**config.mk**
```make
export PLATFORM = sky130hd
export DESIGN_NAME = piso_serializer
export DESIGN_NICKNAME = d
export VERILOG_FILES = /design/src/rtl/serializer_pkg.sv /design/src/rtl/serial_gap_counter.sv /design/src/rtl/piso_serializer.sv
export SDC_FILE = /design/constraint.sdc
export NUM_CORES = 1
export LEC_CHECK = 0
export CAP_MARGIN = 20
export CORE_UTILIZATION = 35
export DETAILED_ROUTE_END_ITERATION = 16
export PLACE_DENSITY = 0.66
export SYNTH_ARGS = -nofsm -noshare
export SYNTH_HDL_FRONTEND = slang
export SYNTH_SLANG_ARGS = --single-unit
```
**constraint.sdc**
```tcl
create_clock -name clk -period 5.3 [get_ports clk]
set_clock_uncertainty 0.2 [all_clocks]
set_input_delay 1.06 -clock clk [delete_from_list [all_inputs] [get_ports clk]]
set_output_delay 1.06 -clock clk [all_outputs]
set_load 0.05 [all_outputs]
```
**src/rtl/serializer_pkg.sv**
```systemverilog
// -----------------------------------------------------------------------------
// serializer_pkg
// Shared types and defaults for the parallel-in/serial-out serializer.
//   state_t            : IDLE / SHIFT / GAP frame-control states
//   DEFAULT_WIDTH      : default data word width
//   DEFAULT_GAP_CYCLES : default idle gap inserted after each frame
//   even_parity()      : XOR reduction used for the optional parity bit
// -----------------------------------------------------------------------------
package serializer_pkg;

    typedef enum logic [1:0] {
        IDLE  = 2'd0,
        SHIFT = 2'd1,
        GAP   = 2'd2
    } state_t;

    localparam int DEFAULT_WIDTH      = 8;
    localparam int DEFAULT_GAP_CYCLES = 1;

    // Callers zero-extend their word; the extra zeros do not change the XOR.
    function automatic logic even_parity(input logic [63:0] data);
        return ^data;
    endfunction

endpackage

```
**src/rtl/serial_gap_counter.sv**
```systemverilog
// -----------------------------------------------------------------------------
// serial_gap_counter
// Loadable down-counter that times the idle gap between frames.
// Ports:
//   clk      : system clock
//   rst      : asynchronous active-low reset
//   load     : load load_val into the counter this cycle
//   load_val : number of gap cycles to count
//   done     : high while the counter sits on its final cycle (count == 1)
// -----------------------------------------------------------------------------
module serial_gap_counter #(
    parameter int CNT_W = 1
) (
    input  logic             clk,
    input  logic             rst,
    input  logic             load,
    input  logic [CNT_W-1:0] load_val,
    output logic             done
);

    logic [CNT_W-1:0] count_q;
    logic [CNT_W-1:0] count_d;

    always_comb begin
        count_d = count_q;
        if (load) begin
            count_d = load_val;
        end else if (count_q != '0) begin
            count_d = count_q - 1'b1;
        end
    end

    always_ff @(posedge clk or negedge rst) begin
        if (!rst) begin
            count_q <= '0;
        end else begin
            count_q <= count_d;
        end
    end

    // The owner leaves GAP on the cycle this is seen, so a load of N
    // yields exactly N cycles spent in GAP.
    assign done = (count_q == CNT_W'(1));

endmodule

```
**src/rtl/piso_serializer.sv**
```systemverilog
// -----------------------------------------------------------------------------
// piso_serializer
// Accepts one WIDTH-bit word per valid/ready handshake and shifts it out
// MSB-first, one bit per clock, followed by GAP_CYCLES idle cycles.
// Optional build macro SERIALIZER_PARITY_EN appends an even-parity bit after
// the data LSB (frame becomes WIDTH+1 bits, sr_last marks the parity bit).
// Ports:
//   clk         : system clock
//   rst         : asynchronous active-low reset
//   par_in      : parallel word to serialize
//   par_valid   : par_in holds a valid word
//   par_ready   : block can accept a word this cycle
//   sr_out      : serial data bit
//   sr_valid    : sr_out carries a frame bit
//   frame_start : pulse with the first bit of a frame
//   sr_last     : pulse with the last bit of a frame
//   busy        : frame in progress (SHIFT or GAP)
// All outputs are registered.
// -----------------------------------------------------------------------------
module piso_serializer
    import serializer_pkg::*;
#(
    parameter int WIDTH      = DEFAULT_WIDTH,
    parameter int GAP_CYCLES = DEFAULT_GAP_CYCLES
) (
    input  logic             clk,
    input  logic             rst,
    input  logic [WIDTH-1:0] par_in,
    input  logic             par_valid,
    output logic             par_ready,
    output logic             sr_out,
    output logic             sr_valid,
    output logic             frame_start,
    output logic             sr_last,
    output logic             busy
);

`ifdef SERIALIZER_PARITY_EN
    localparam int FRAME_LEN = WIDTH + 1;
`else
    localparam int FRAME_LEN = WIDTH;
`endif
    localparam int CNT_W = $clog2(WIDTH + 2);
    localparam int GAP_W = (GAP_CYCLES < 1) ? 1 : $clog2(GAP_CYCLES + 1);

    state_t           state_q,       state_d;
    logic [WIDTH-1:0] shreg_q,       shreg_d;
    logic [CNT_W-1:0] bit_cnt_q,     bit_cnt_d;
    logic             sr_out_q,      sr_out_d;
    logic             sr_valid_q,    sr_valid_d;
    logic             frame_start_q, frame_start_d;
    logic             sr_last_q,     sr_last_d;
    logic             busy_q,        busy_d;
    logic             par_ready_q,   par_ready_d;
`ifdef SERIALIZER_PARITY_EN
    logic             parity_q,      parity_d;
`endif
    logic             gap_load;
    logic             gap_done;

    serial_gap_counter #(
        .CNT_W (GAP_W)
    ) u_gap_counter (
        .clk      (clk),
        .rst      (rst),
        .load     (gap_load),
        .load_val (GAP_W'(GAP_CYCLES)),
        .done     (gap_done)
    );

    always_comb begin
        state_d       = state_q;
        shreg_d       = shreg_q;
        bit_cnt_d     = bit_cnt_q;
        sr_out_d      = 1'b0;
        sr_valid_d    = 1'b0;
        frame_start_d = 1'b0;
        sr_last_d     = 1'b0;
        busy_d        = 1'b0;
        par_ready_d   = 1'b0;
        gap_load      = 1'b0;
`ifdef SERIALIZER_PARITY_EN
        parity_d      = parity_q;
`endif
        case (state_q)
            IDLE: begin
                // Accept only against the registered ready, so the first
                // edge after reset merely raises par_ready.
                if (par_ready_q && par_valid) begin
                    state_d       = SHIFT;
                    // MSB goes out immediately; the register keeps the rest.
                    shreg_d       = {par_in[WIDTH-2:0], 1'b0};
                    bit_cnt_d     = '0;
                    sr_out_d      = par_in[WIDTH-1];
                    sr_valid_d    = 1'b1;
                    frame_start_d = 1'b1;
                    busy_d        = 1'b1;
`ifdef SERIALIZER_PARITY_EN
                    parity_d      = even_parity(64'(par_in));
`endif
                end else begin
                    par_ready_d = 1'b1;
                end
            end
            SHIFT: begin
                // bit_cnt_q is the index of the bit currently on sr_out.
                if (bit_cnt_q == CNT_W'(FRAME_LEN - 1)) begin
                    bit_cnt_d = '0;
                    if (GAP_CYCLES > 0) begin
                        state_d  = GAP;
                        busy_d   = 1'b1;
                        gap_load = 1'b1;
                    end else begin
                        state_d     = IDLE;
                        par_ready_d = 1'b1;
                    end
                end else begin
                    bit_cnt_d  = bit_cnt_q + 1'b1;
                    shreg_d    = {shreg_q[WIDTH-2:0], 1'b0};
                    sr_out_d   = shreg_q[WIDTH-1];
`ifdef SERIALIZER_PARITY_EN
                    if (bit_cnt_q == CNT_W'(WIDTH - 1)) begin
                        sr_out_d = parity_q;
                    end
`endif
                    sr_valid_d = 1'b1;
                    busy_d     = 1'b1;
                    sr_last_d  = (bit_cnt_q == CNT_W'(FRAME_LEN - 2));
                end
            end
            GAP: begin
                busy_d = 1'b1;
                if (gap_done) begin
                    state_d     = IDLE;
                    busy_d      = 1'b0;
                    par_ready_d = 1'b1;
                end
            end
            default: begin
                state_d = IDLE;
            end
        endcase
    end

    always_ff @(posedge clk or negedge rst) begin
        if (!rst) begin
            state_q       <= IDLE;
            shreg_q       <= '0;
            bit_cnt_q     <= '0;
            sr_out_q      <= 1'b0;
            sr_valid_q    <= 1'b0;
            frame_start_q <= 1'b0;
            sr_last_q     <= 1'b0;
            busy_q        <= 1'b0;
            par_ready_q   <= 1'b0;
`ifdef SERIALIZER_PARITY_EN
            parity_q      <= 1'b0;
`endif
        end else begin
            state_q       <= state_d;
            shreg_q       <= shreg_d;
            bit_cnt_q     <= bit_cnt_d;
            sr_out_q      <= sr_out_d;
            sr_valid_q    <= sr_valid_d;
            frame_start_q <= frame_start_d;
            sr_last_q     <= sr_last_d;
            busy_q        <= busy_d;
            par_ready_q   <= par_ready_d;
`ifdef SERIALIZER_PARITY_EN
            parity_q      <= parity_d;
`endif
        end
    end

    assign par_ready   = par_ready_q;
    assign sr_out      = sr_out_q;
    assign sr_valid    = sr_valid_q;
    assign frame_start = frame_start_q;
    assign sr_last     = sr_last_q;
    assign busy        = busy_q;

endmodule

```
==> flow_metrics.env <==
export IMPL_grt_overflow_total=0
export IMPL_area_growth_pct=24.0
export IMPL_crit_arrival_ps=1560
export IMPL_drt_initial_drc_count=8
export IMPL_io_buffers=16
export IMPL_initial_utilization_pct=37.2
export IMPL_path_buf_inv=1
export IMPL_netlist_instances=70
export IMPL_grt_pass1_wl_um=2750
export IMPL_ys_types=24
export IMPL_num_vias=597
export IMPL_hold_violations=0
export IMPL_slowest_stage="clkdlybuf4s50_1"
export IMPL_max_cap_violations=0
export IMPL_routed_wl_um=1590
export IMPL_grt_pass1_vias=596
export IMPL_max_freq_mhz=354
export IMPL_fin_tns_setup_ps=0
export IMPL_crit_fanout=4
export IMPL_seq_power_share_pct=35.4
export IMPL_ios=17
export IMPL_p_comb_share_pct=47.9
export IMPL_grt_total_usage_pct=13.8
export IMPL_cts_root_buffer="clkbuf_4"
export IMPL_worst_pin_slew_ps=869
export IMPL_p_leak_uw=0.000525
export IMPL_final_common_cell="dfrtp_1"
export IMPL_viasPerCell=5.10
export IMPL_gp_congestion=0.745
export IMPL_maxSlewHeadroom_pct=41.9
export IMPL_cts_hold_buf=0
export IMPL_wl_per_cell_um=13.6
export IMPL_antenna_cells=0
export IMPL_fin_util_pct=46.1
export IMPL_ctsResizeCount=0
export IMPL_rsz0062_at_grt="no"
export IMPL_antenna_found_initial=0
export IMPL_htree_levels=1
export IMPL_fin_cells=117
export IMPL_fin_nets=101
export IMPL_fin_crit_sh_pct=53.2
export IMPL_die_y_um=53.5
export IMPL_final_antenna_net_count=0
export IMPL_status="finished, final reports clean"
export IMPL_cts_clk_slew_worst_paths_ps=120
export IMPL_clk_latency_ps=300
export IMPL_worst_setup_path_start_kind="flip-flop"
export IMPL_r2r_slack_ps=3420
export IMPL_grt_max_degree=21
export IMPL_core_sq_mm=0.00250
export IMPL_dp_cells=113
export IMPL_first_pass_iters=4
export IMPL_crit_family="buffers and inverters"
export IMPL_drive_gt1_share_pct=21.8
export IMPL_synth_nets=83
export IMPL_crit_path_end_kind="output pin"
export IMPL_drc=0
export IMPL_final_cell_mix="dfrtp_1 (20), clkdlybuf4s50_1 (16), mux2_4 (6)"
export IMPL_synth_seq_cells=20
export IMPL_cts_buffers=3
export IMPL_cp_startpoint="par_ready"
export IMPL_slowest_delay_ps=830
export IMPL_die_area_sq_mm=0.00287
export IMPL_synth_area_sq_um=930
export IMPL_period_needed_ps=2820
export IMPL_drv_slew=0
export IMPL_die_width_um=53.5
export IMPL_power_density_mw_per_mm2=650
export IMPL_num_rows=18
export IMPL_crit_required_ps=4040
export IMPL_yosysSeqAreaShare_pct=53.8
export IMPL_clockBufferDepth=2
export IMPL_p_int_uw=478
export IMPL_crit_chain="clkdlybuf4s50_1"
export IMPL_cts_sinks=20
export IMPL_cts_setup_buffers=0
export IMPL_synth_avg_cell_area_sq_um=13.3
export IMPL_hold_path_class="flip-flop to flip-flop"
export IMPL_hp_start="bit_cnt_q[3]"
export IMPL_worstSetupPathType="flip-flop to output pin"
export IMPL_p_total_uw=750
export IMPL_dpl_hpwl_um=1120
export IMPL_tritoncts="built"
export IMPL_r2r_start="bit_cnt_q[0]"
export IMPL_setup_violations=0
export IMPL_ir_worst_vdd_mv=0.383
export IMPL_yosysWarningCount=0
export IMPL_netSwitchingPower_uw=272
export IMPL_switching_share_pct=36.2
export IMPL_power_frac_clock_pct=16.7
==> path summary, 6_finish.rpt <==
path / endpoint / cells after the start
max in group asynchronous: bit_cnt_q[3] / 1
worst max-delay path: par_ready / 1
worst min-delay path: bit_cnt_q[3] / 1
worst max register to register: shreg_q[6] / 4
min in group asynchronous: par_ready / 1
worst min register to register: bit_cnt_q[3] / 1
==> registers in the layout, indices dropped and copies added (netlist names) <==
| register | cells |
|---|---|
| shreg_q | 7 |
| busy | 1 |
| sr_last | 1 |
| par_ready | 1 |
| bit_cnt_q | 4 |
| sr_out | 1 |
| sr_valid | 1 |
| u_gap_counter.done | 1 |
| state_q | 2 |
| frame_start | 1 |
==> cell families after synthesis <==
kind of cell	Yosys count	synth area share [%]
compound gates	16	10.4
fa+ha+maj	2	2.69
buf+inv	4	3.36
flops	20	53.8
mux	13	18.2
simple gates	15	11.6
==> stage by stage <==
stage	setup slack [ps]	hold slack (ps)	instance area (sq um)
2_1_floorplan	3160	255	930
3_3_place_gp	2490	276	1100
3_5_place_dp	2420	288	1100
4_1_cts	2470	304	1150
5_1_grt	2410	333	1150
6_report	2480	307	1150
==> routing by layer <==
metal,track usage (%),wire length (um)
met1,15.7,694
met2,24.0,802
met3,5.93,96
met4,2.63,0
met5,0,0
==> power groups by stage <==
stage	clock [uW]	sequential, uW	combinational (uW)
5_1_grt	135	274	393
4_1_cts	127	265	362
2_1_floorplan	0	313	246
6_report	125	265	359
3_5_place_dp	0	266	364
3_3_place_gp	0	265	355
==> area by class of cell <==
class	instances	area, sq um
Sequential cell	20	500
Tap cell	30	37.5
Inverter	1	3.75
Timing Repair Buffer	16	160
Clock buffer	3	22.5
Clock inverter	1	30.0
Fill cell	228	1350
Multi-Input combinational cell	46	398
==> cell usage after synthesis <==
| cell | n | share of area, % |
|---|---|---|
| a21boi_0 | 1 | 0.81 |
| a21o_1 | 2 | 1.6 |
| a21oi_1 | 4 | 2.2 |
| a31oi_1 | 3 | 2.0 |
| a32o_1 | 1 | 1.1 |
| and3_1 | 1 | 0.67 |
| and4bb_4 | 1 | 1.8 |
| buf_2 | 1 | 0.54 |
| buf_6 | 2 | 2.4 |
| dfrtp_1 | 20 | 54 |
| ha_1 | 2 | 2.7 |
| inv_1 | 1 | 0.40 |
| mux2_1 | 2 | 2.4 |
| mux2_2 | 5 | 6.1 |
| mux2_4 | 6 | 9.7 |
| nand2_1 | 1 | 0.40 |
| nand2b_1 | 1 | 0.67 |
| nand3_1 | 1 | 0.54 |
| nand3b_1 | 2 | 1.6 |
| nand3b_2 | 1 | 1.2 |
| nor2_1 | 5 | 2.0 |
| nor2b_4 | 1 | 1.5 |
| o21ai_0 | 5 | 2.7 |
| or2b_4 | 1 | 1.2 |
Power figures use the tool's default switching activity.
